<file path="config.mk">
export PLATFORM = sky130hd
export DESIGN_NAME = axi4_read_arbiter
export DESIGN_NICKNAME = d
export VERILOG_FILES = /design/src/rtl/axi4_arb_pkg.sv /design/src/rtl/axi4_read_arbiter_rr.sv /design/src/rtl/axi4_read_arbiter.sv
export SDC_FILE = /design/constraint.sdc
export NUM_CORES = 1
export LEC_CHECK = 0
export CAP_MARGIN = 20
export CORE_AREA = 3 3 136 138
export DETAILED_ROUTE_END_ITERATION = 7
export DIE_AREA = 0 0 139 141
export PLACE_DENSITY = 0.74
export SYNTH_ARGS = -nofsm -noshare
export SYNTH_HDL_FRONTEND = slang
export SYNTH_SLANG_ARGS = --single-unit
export TNS_END_PERCENT = 30
</file>
<file path="constraint.sdc">
create_clock -name ACLK -period 15.1 [get_ports ACLK]
set_input_delay 3.775 -clock ACLK [delete_from_list [all_inputs] [get_ports ACLK]]
set_output_delay 3.775 -clock ACLK [all_outputs]
set_load 0.02 [all_outputs]
</file>
<file path="src/rtl/axi4_arb_pkg.sv">
// Shared types and sizing helpers for the AXI4 read arbiter.
// Burst/response encodings, clog2, and slave-side ID width rules.
package axi4_arb_pkg;

  typedef enum logic [1:0] {
    BURST_FIXED = 2'b00,
    BURST_INCR  = 2'b01,
    BURST_WRAP  = 2'b10
  } burst_e;

  localparam logic [1:0] RESP_OKAY   = 2'b00;
  localparam logic [1:0] RESP_EXOKAY = 2'b01;
  localparam logic [1:0] RESP_SLVERR = 2'b10;
  localparam logic [1:0] RESP_DECERR = 2'b11;

  function automatic int clog2(input int v);
    int r;
    r = 0;
    for (int i = 0; i < 31; i++)
      if ((1 << i) < v) r = i + 1;
    return r;
  endfunction

  function automatic int midx_w(input int nm);
    return (nm < 2) ? 1 : clog2(nm);
  endfunction

  function automatic int sid_w(input int idw, input int nm);
    return idw + midx_w(nm);
  endfunction

endpackage

</file>
<file path="src/rtl/axi4_read_arbiter_rr.sv">
// Combinational round-robin picker: first set req at or after ptr, wrapping.
// Ports: req, ptr in; gnt (one-hot), gnt_idx, any_gnt out.
module axi4_rr_arbiter
  import axi4_arb_pkg::*;
#(
  parameter int NUM_MASTERS = 4,
  localparam int MIDX_W = midx_w(NUM_MASTERS)
) (
  input  logic [NUM_MASTERS-1:0] req,
  input  logic [MIDX_W-1:0]      ptr,
  output logic [NUM_MASTERS-1:0] gnt,
  output logic [MIDX_W-1:0]      gnt_idx,
  output logic                   any_gnt
);

  logic [MIDX_W-1:0] j;

  always_comb begin
    gnt     = '0;
    gnt_idx = '0;
    any_gnt = 1'b0;
    j       = '0;
    for (int k = 0; k < NUM_MASTERS; k++) begin
      j = MIDX_W'((int'(ptr) + k) % NUM_MASTERS);
      if (!any_gnt && req[j]) begin
        any_gnt = 1'b1;
        gnt[j]  = 1'b1;
        gnt_idx = j;
      end
    end
  end

endmodule

</file>
<file path="src/rtl/axi4_read_arbiter.sv">
// N-to-1 AXI4 read arbiter: round-robin AR slot, per-master outstanding
// limit, {master,id} ID prefixing, R routed back by the ID prefix.
// Ports: ACLK/ARESET; m_ar*/m_r* per master (flattened); s_ar*/s_r* slave;
// route_err sticky flag for R beats to unknown/idle masters.
module axi4_read_arbiter
  import axi4_arb_pkg::*;
#(
  parameter int NUM_MASTERS     = 4,
  parameter int ADDR_WIDTH      = 32,
  parameter int DATA_WIDTH      = 32,
  parameter int ID_WIDTH        = 4,
  parameter int MAX_OUTSTANDING = 8,
  localparam int MIDX_W    = midx_w(NUM_MASTERS),
  localparam int SID_WIDTH = ID_WIDTH + MIDX_W
) (
  input  logic                            ACLK,
  input  logic                            ARESET,
  input  logic [NUM_MASTERS-1:0]          m_arvalid,
  input  logic [NUM_MASTERS*ADDR_WIDTH-1:0] m_araddr,
  input  logic [NUM_MASTERS*8-1:0]        m_arlen,
  input  logic [NUM_MASTERS*3-1:0]        m_arsize,
  input  logic [NUM_MASTERS*2-1:0]        m_arburst,
  input  logic [NUM_MASTERS*ID_WIDTH-1:0] m_arid,
  output logic [NUM_MASTERS-1:0]          m_arready,
  output logic [NUM_MASTERS-1:0]          m_rvalid,
  output logic [DATA_WIDTH-1:0]           m_rdata,
  output logic [1:0]                      m_rresp,
  output logic                            m_rlast,
  output logic [ID_WIDTH-1:0]             m_rid,
  input  logic [NUM_MASTERS-1:0]          m_rready,
  output logic                            s_arvalid,
  output logic [ADDR_WIDTH-1:0]           s_araddr,
  output logic [7:0]                      s_arlen,
  output logic [2:0]                      s_arsize,
  output logic [1:0]                      s_arburst,
  output logic [SID_WIDTH-1:0]            s_arid,
  input  logic                            s_arready,
  input  logic                            s_rvalid,
  input  logic [DATA_WIDTH-1:0]           s_rdata,
  input  logic [1:0]                      s_rresp,
  input  logic                            s_rlast,
  input  logic [SID_WIDTH-1:0]            s_rid,
  output logic                            s_rready,
  output logic                            route_err
);

  localparam int CNT_W = clog2(MAX_OUTSTANDING + 1);

  logic                    arvalid_q, arvalid_d;
  logic [ADDR_WIDTH-1:0]   araddr_q, araddr_d;
  logic [7:0]              arlen_q, arlen_d;
  logic [2:0]              arsize_q, arsize_d;
  logic [1:0]              arburst_q, arburst_d;
  logic [SID_WIDTH-1:0]    arid_q, arid_d;
  logic [MIDX_W-1:0]       rr_ptr_q, rr_ptr_d;
  logic [NUM_MASTERS-1:0][CNT_W-1:0] cnt_q, cnt_d;
  logic                    route_err_q, route_err_d;

  logic                    load_en;
  logic [NUM_MASTERS-1:0]  req;
  logic [NUM_MASTERS-1:0]  gnt;
  logic [MIDX_W-1:0]       gnt_idx;
  logic                    any_gnt;
  logic [MIDX_W-1:0]       r_idx;
  logic                    r_hit;
  logic                    r_hs;
  logic                    inc, dec;

  assign load_en = !arvalid_q || s_arready;

  // Reset is folded in so no master sees a grant while held in reset.
  always_comb begin
    req = '0;
    for (int i = 0; i < NUM_MASTERS; i++)
      req[i] = m_arvalid[i] && load_en && !ARESET
               && (cnt_q[i] < CNT_W'(MAX_OUTSTANDING));
  end

  axi4_rr_arbiter #(
    .NUM_MASTERS(NUM_MASTERS)
  ) u_rr (
    .req    (req),
    .ptr    (rr_ptr_q),
    .gnt    (gnt),
    .gnt_idx(gnt_idx),
    .any_gnt(any_gnt)
  );

  assign m_arready = gnt;

  always_comb begin
    arvalid_d = arvalid_q;
    araddr_d  = araddr_q;
    arlen_d   = arlen_q;
    arsize_d  = arsize_q;
    arburst_d = arburst_q;
    arid_d    = arid_q;
    rr_ptr_d  = rr_ptr_q;
    if (load_en) begin
      arvalid_d = any_gnt;
      for (int i = 0; i < NUM_MASTERS; i++) begin
        if (gnt[i]) begin
          araddr_d  = m_araddr[i*ADDR_WIDTH +: ADDR_WIDTH];
          arlen_d   = m_arlen[i*8 +: 8];
          arsize_d  = m_arsize[i*3 +: 3];
          arburst_d = m_arburst[i*2 +: 2];
          arid_d    = {gnt_idx, m_arid[i*ID_WIDTH +: ID_WIDTH]};
          rr_ptr_d  = MIDX_W'((i + 1) % NUM_MASTERS);
        end
      end
    end
  end

  assign r_idx = s_rid[SID_WIDTH-1:ID_WIDTH];
  assign r_hit = int'(r_idx) < NUM_MASTERS;

  // Beats with an out-of-range prefix are sunk so the slave never stalls.
  always_comb begin
    m_rvalid = '0;
    s_rready = 1'b1;
    for (int i = 0; i < NUM_MASTERS; i++) begin
      if (r_idx == MIDX_W'(i)) begin
        m_rvalid[i] = s_rvalid;
        s_rready    = m_rready[i];
      end
    end
  end

  assign r_hs    = s_rvalid && s_rready;
  assign m_rid   = s_rid[ID_WIDTH-1:0];
  assign m_rdata = s_rdata;
  assign m_rresp = s_rresp;
  assign m_rlast = s_rlast;

  always_comb begin
    cnt_d       = cnt_q;
    route_err_d = route_err_q || (r_hs && !r_hit);
    inc         = 1'b0;
    dec         = 1'b0;
    for (int i = 0; i < NUM_MASTERS; i++) begin
      inc = gnt[i];
      dec = r_hs && s_rlast && r_hit && (r_idx == MIDX_W'(i));
      if (inc && !dec) begin
        cnt_d[i] = cnt_q[i] + CNT_W'(1);
      end else if (dec && !inc) begin
        if (cnt_q[i] == '0) route_err_d = 1'b1;
        else cnt_d[i] = cnt_q[i] - CNT_W'(1);
      end
    end
  end

  always_ff @(posedge ACLK or posedge ARESET) begin
    if (ARESET) begin
      arvalid_q   <= 1'b0;
      araddr_q    <= '0;
      arlen_q     <= '0;
      arsize_q    <= '0;
      arburst_q   <= '0;
      arid_q      <= '0;
      rr_ptr_q    <= '0;
      cnt_q       <= '0;
      route_err_q <= 1'b0;
    end else begin
      arvalid_q   <= arvalid_d;
      araddr_q    <= araddr_d;
      arlen_q     <= arlen_d;
      arsize_q    <= arsize_d;
      arburst_q   <= arburst_d;
      arid_q      <= arid_d;
      rr_ptr_q    <= rr_ptr_d;
      cnt_q       <= cnt_d;
      route_err_q <= route_err_d;
    end
  end

  assign s_arvalid = arvalid_q;
  assign s_araddr  = araddr_q;
  assign s_arlen   = arlen_q;
  assign s_arsize  = arsize_q;
  assign s_arburst = arburst_q;
  assign s_arid    = arid_q;
  assign route_err = route_err_q;

endmodule

</file>
==> impl_results.md <==
- Critical path arrival: 6.84 ns
- Post-synthesis net count: 984
- Final setup viols: 0
- Gr usage total: 21.63%
- Vias in the first global route: 6,075
- Peak VDD IR: 0.0002930 V
- Kind of start point of the critical path: input port
- CTS sink count: 71
- Maximum clock rate: 94.25 MHz
- Port Buffer Count: 273
- Nets: 1,175
- Gate Count Post-Synth: 707
- Layout fillers: 1,626
- Avg Cell Area, Syn: 8.555 um2
- Total power: 2043 uW
- Layout cell share with drive strength beyond 1: 6.312%
- Post-CTS Setup Inserts: 0
- Core footprint: 17,300 um2
- Routed WL per cell: 19.56 um
- Antenna Diode Count: 0
- Initial antenna violation count: 0
- Fin Clk Skew: 0.005824 ns
- GRT overflow: 0
- Die ar.: 19,600 um2
- First-pass GRT wire length: 33.93 mm
- Detailed placement HPWL: 15.37 mm
- CP delay by family, top: buffers and inverters
- RSZ-0062 raised after global routing: false
- Final design utilization: 51.39%
- DRT Wirelength: 22.06 mm
- Ys flop type: dfrtp_1
- Die width: 139 um
- CTS tree: built
- Clock Tree Root: clkbuf_16
- Hold Crit Class: register to register
- Met2 Use GR: 36.90%
- Area grow syn2layout: 46.96%
- Die H: 141 um
- Leak Pwr: 0.003482 uW
- Max clock buf depth: 2
- Grt peak-use layer: met2
- Buffers & Inverters on Critical Path: 4
- Tmin final: 10.61 ns
- Synth cell types: 53
- Setup TNS Final: 0 ns
- PwrDens: 229.9 nW/um2
- TritonRoute pass-1 iters: 5
- TritonCTS Buffers: 9
- Placed cells: 1,111
- Register area share after synthesis: 29.38%
- Most frequent CP cell: clkdlybuf4s50_1
- Mapped Area: 6048 um2
- Crit-path max FO: 51
- Initial drt markers: 404
- Boundary pin count: 350
- Yosys warning count: 0
- Initial Util: 34.97%
- H-tree levels: 3
- Post-DRT Antenna Nets: 0
- DR vias: 6,339
- Non-filler cells, final: 1,128
- GR Util met3: 5.461%
- Drt drc: 0
- Period utilisation layout: 70.27%
- Post-cts resize count: 0
- Cts hold-fix bufs: 0
- Avg Vias per Cell: 5.620
- Outcome: finished clean
- CP cell instances: clkdlybuf4s50_1, nor2b_1, mux4_2, and3_1, o31ai_1, and2_2, buf_4, inv_2, clkdlybuf4s50_1
- Crit path required time: 11.32 ns
- Crit end category: output pin
- Worst path max stage delay: 0.58 ns
- Slew HR: 37.45%
- Max-cap violation count: 0
- Final Hold Fails: 0
- GR Util met1: 26.58%
- Asr flop ratio synth: 100.0%
- Largest net degree at the start of global routing: 100
- GP Congestion: 0.8451
- Worst skew pair latency: 0.34 ns
- Number of enable flip-flop cells after synthesis: 0
- Measured slew at the worst slew-check pin: 0.9383 ns
- CP max-delay cell: mux4_2
- Clock-pin slew of the registers on the worst-case setup and hold paths: 0.05 ns
- Yosys reg bits: 71
- Setup Crit Path Kind: input port to output pin
- Site Rows: 48
- Slew Viols, Final: 0
cell usage in the layout, fill, tap and decap left out, types with 13 or more instances in the layout:
cell type        instances
and3_1                  52
o21ai_0                 13
nor2_1                  14
inv_1                   14
nor3_1                  49
nand2_1                 67
clkdlybuf4s50_1        273
dfrtp_1                 71
a31oi_1                 50
a21o_1                  53
o311ai_1                49
a21boi_0                47
ha_1                    24
path summary, 6_finish.rpt:
path	startpoint	cells past startpoint	endpoint	slack [ns]
worst max-delay path	m_arvalid[3]	9	m_arready[3]	4.49
worst min register to register	s_arid[4]$_DFFE_PP0P_	1	s_arid[4]$_DFFE_PP0P_	0.49
worst max register to register	rr_ptr_q[0]$_DFFE_PP0P_	17	cnt_q[15]$_DFFE_PP0P_	9.94
max in group asynchronous	ARESET	3	s_araddr[27]$_DFFE_PP0P_	10.39
min in group asynchronous	ARESET	3	s_araddr[18]$_DFFE_PP0P_	4.13
worst min-delay path	s_arid[4]$_DFFE_PP0P_	1	s_arid[4]$_DFFE_PP0P_	0.49
stage by stage:
step	instance area, um2	hold WS (ns)	worst slack (ns)
after floorplan	6048	0.4672	4.290
after global placement	8591	0.4708	4.492
after detailed placement	8591	0.4860	4.471
after CTS	8869	0.4988	4.483
after global routing	8889	0.5177	4.355
final	8889	0.4923	4.490
logic make-up (layout without fill, tap and decap cells):
logic type,count (synthesis),after routing,synth area share (%)
AOI/OAI and AO/OA,232,232,28.15
xor gates and xnor gates,12,12,1.738
adders and majority gates,28,28,6.289
buffers and inverters,121,317,10.47
DFF,71,71,29.38
muxes,12,12,3.331
and+or+nand+nor,231,231,20.65
power by group:
part           switching (uW)  internal, uW
logic                     827           629
clock network            82.4           120
registers                78.5           306
registers in the layout, summed over array words and instances, names as in the netlist:
register	cells
rr_ptr_q	2
cnt_q	16
s_arsize	3
s_arlen	8
s_araddr	32
s_arid	6
s_arvalid	1
s_arburst	2
route_err	1
Yosys cell counts (all sizes together), types with 2 or more instances:
master / n / area share [%]
dfrtp: 71 / 29
nor2: 14 / 0.87
and3b: 2 / 0.29
and3: 52 / 5.4
nand2b: 6 / 0.99
or2: 5 / 0.52
a31oi: 50 / 5.2
and2: 3 / 0.31
mux2: 5 / 0.93
nand2: 70 / 4.4
mux4: 6 / 2.2
o22ai: 4 / 0.62
a21boi: 49 / 6.1
nor2b: 4 / 0.41
buf: 64 / 6.9
fa: 4 / 1.3
nand3: 6 / 0.50
nor3: 49 / 4.1
o21ai: 13 / 1.1
xnor2: 8 / 1.2
or3: 3 / 0.31
o311ai: 49 / 7.1
or4: 4 / 0.50
a21o: 53 / 6.6
clkbuf: 40 / 2.5
inv: 17 / 1.1
nand3b: 3 / 0.37
a21oi: 8 / 0.66
nor4b: 4 / 0.93
ha: 24 / 5.0
nand4: 3 / 0.41
o31ai: 2 / 0.25
xor2: 4 / 0.58
layer usage:
layer | up-vias | routed length, um
met2 | 259 | 10990
li1 | 2976 | -
met4 | 0 | 501
met5 | - | 0
met1 | 3066 | 8997
met3 | 38 | 1572
area by class of cell:
class / instances / area, um2 / area share (%)
Clock buffer: 13 / 260.3 / 2.928
Clock inverter: 3 / 17.52 / 0.1971
Inverter: 17 / 65.06 / 0.7320
Multi-Input combinational cell: 515 / 3660 / 41.17
Sequential cell: 71 / 1777 / 19.99
Tap cell: 225 / 281.5 / 3.167
Timing Repair Buffer: 284 / 2828 / 31.81
(Power assumes the default switching activity.)
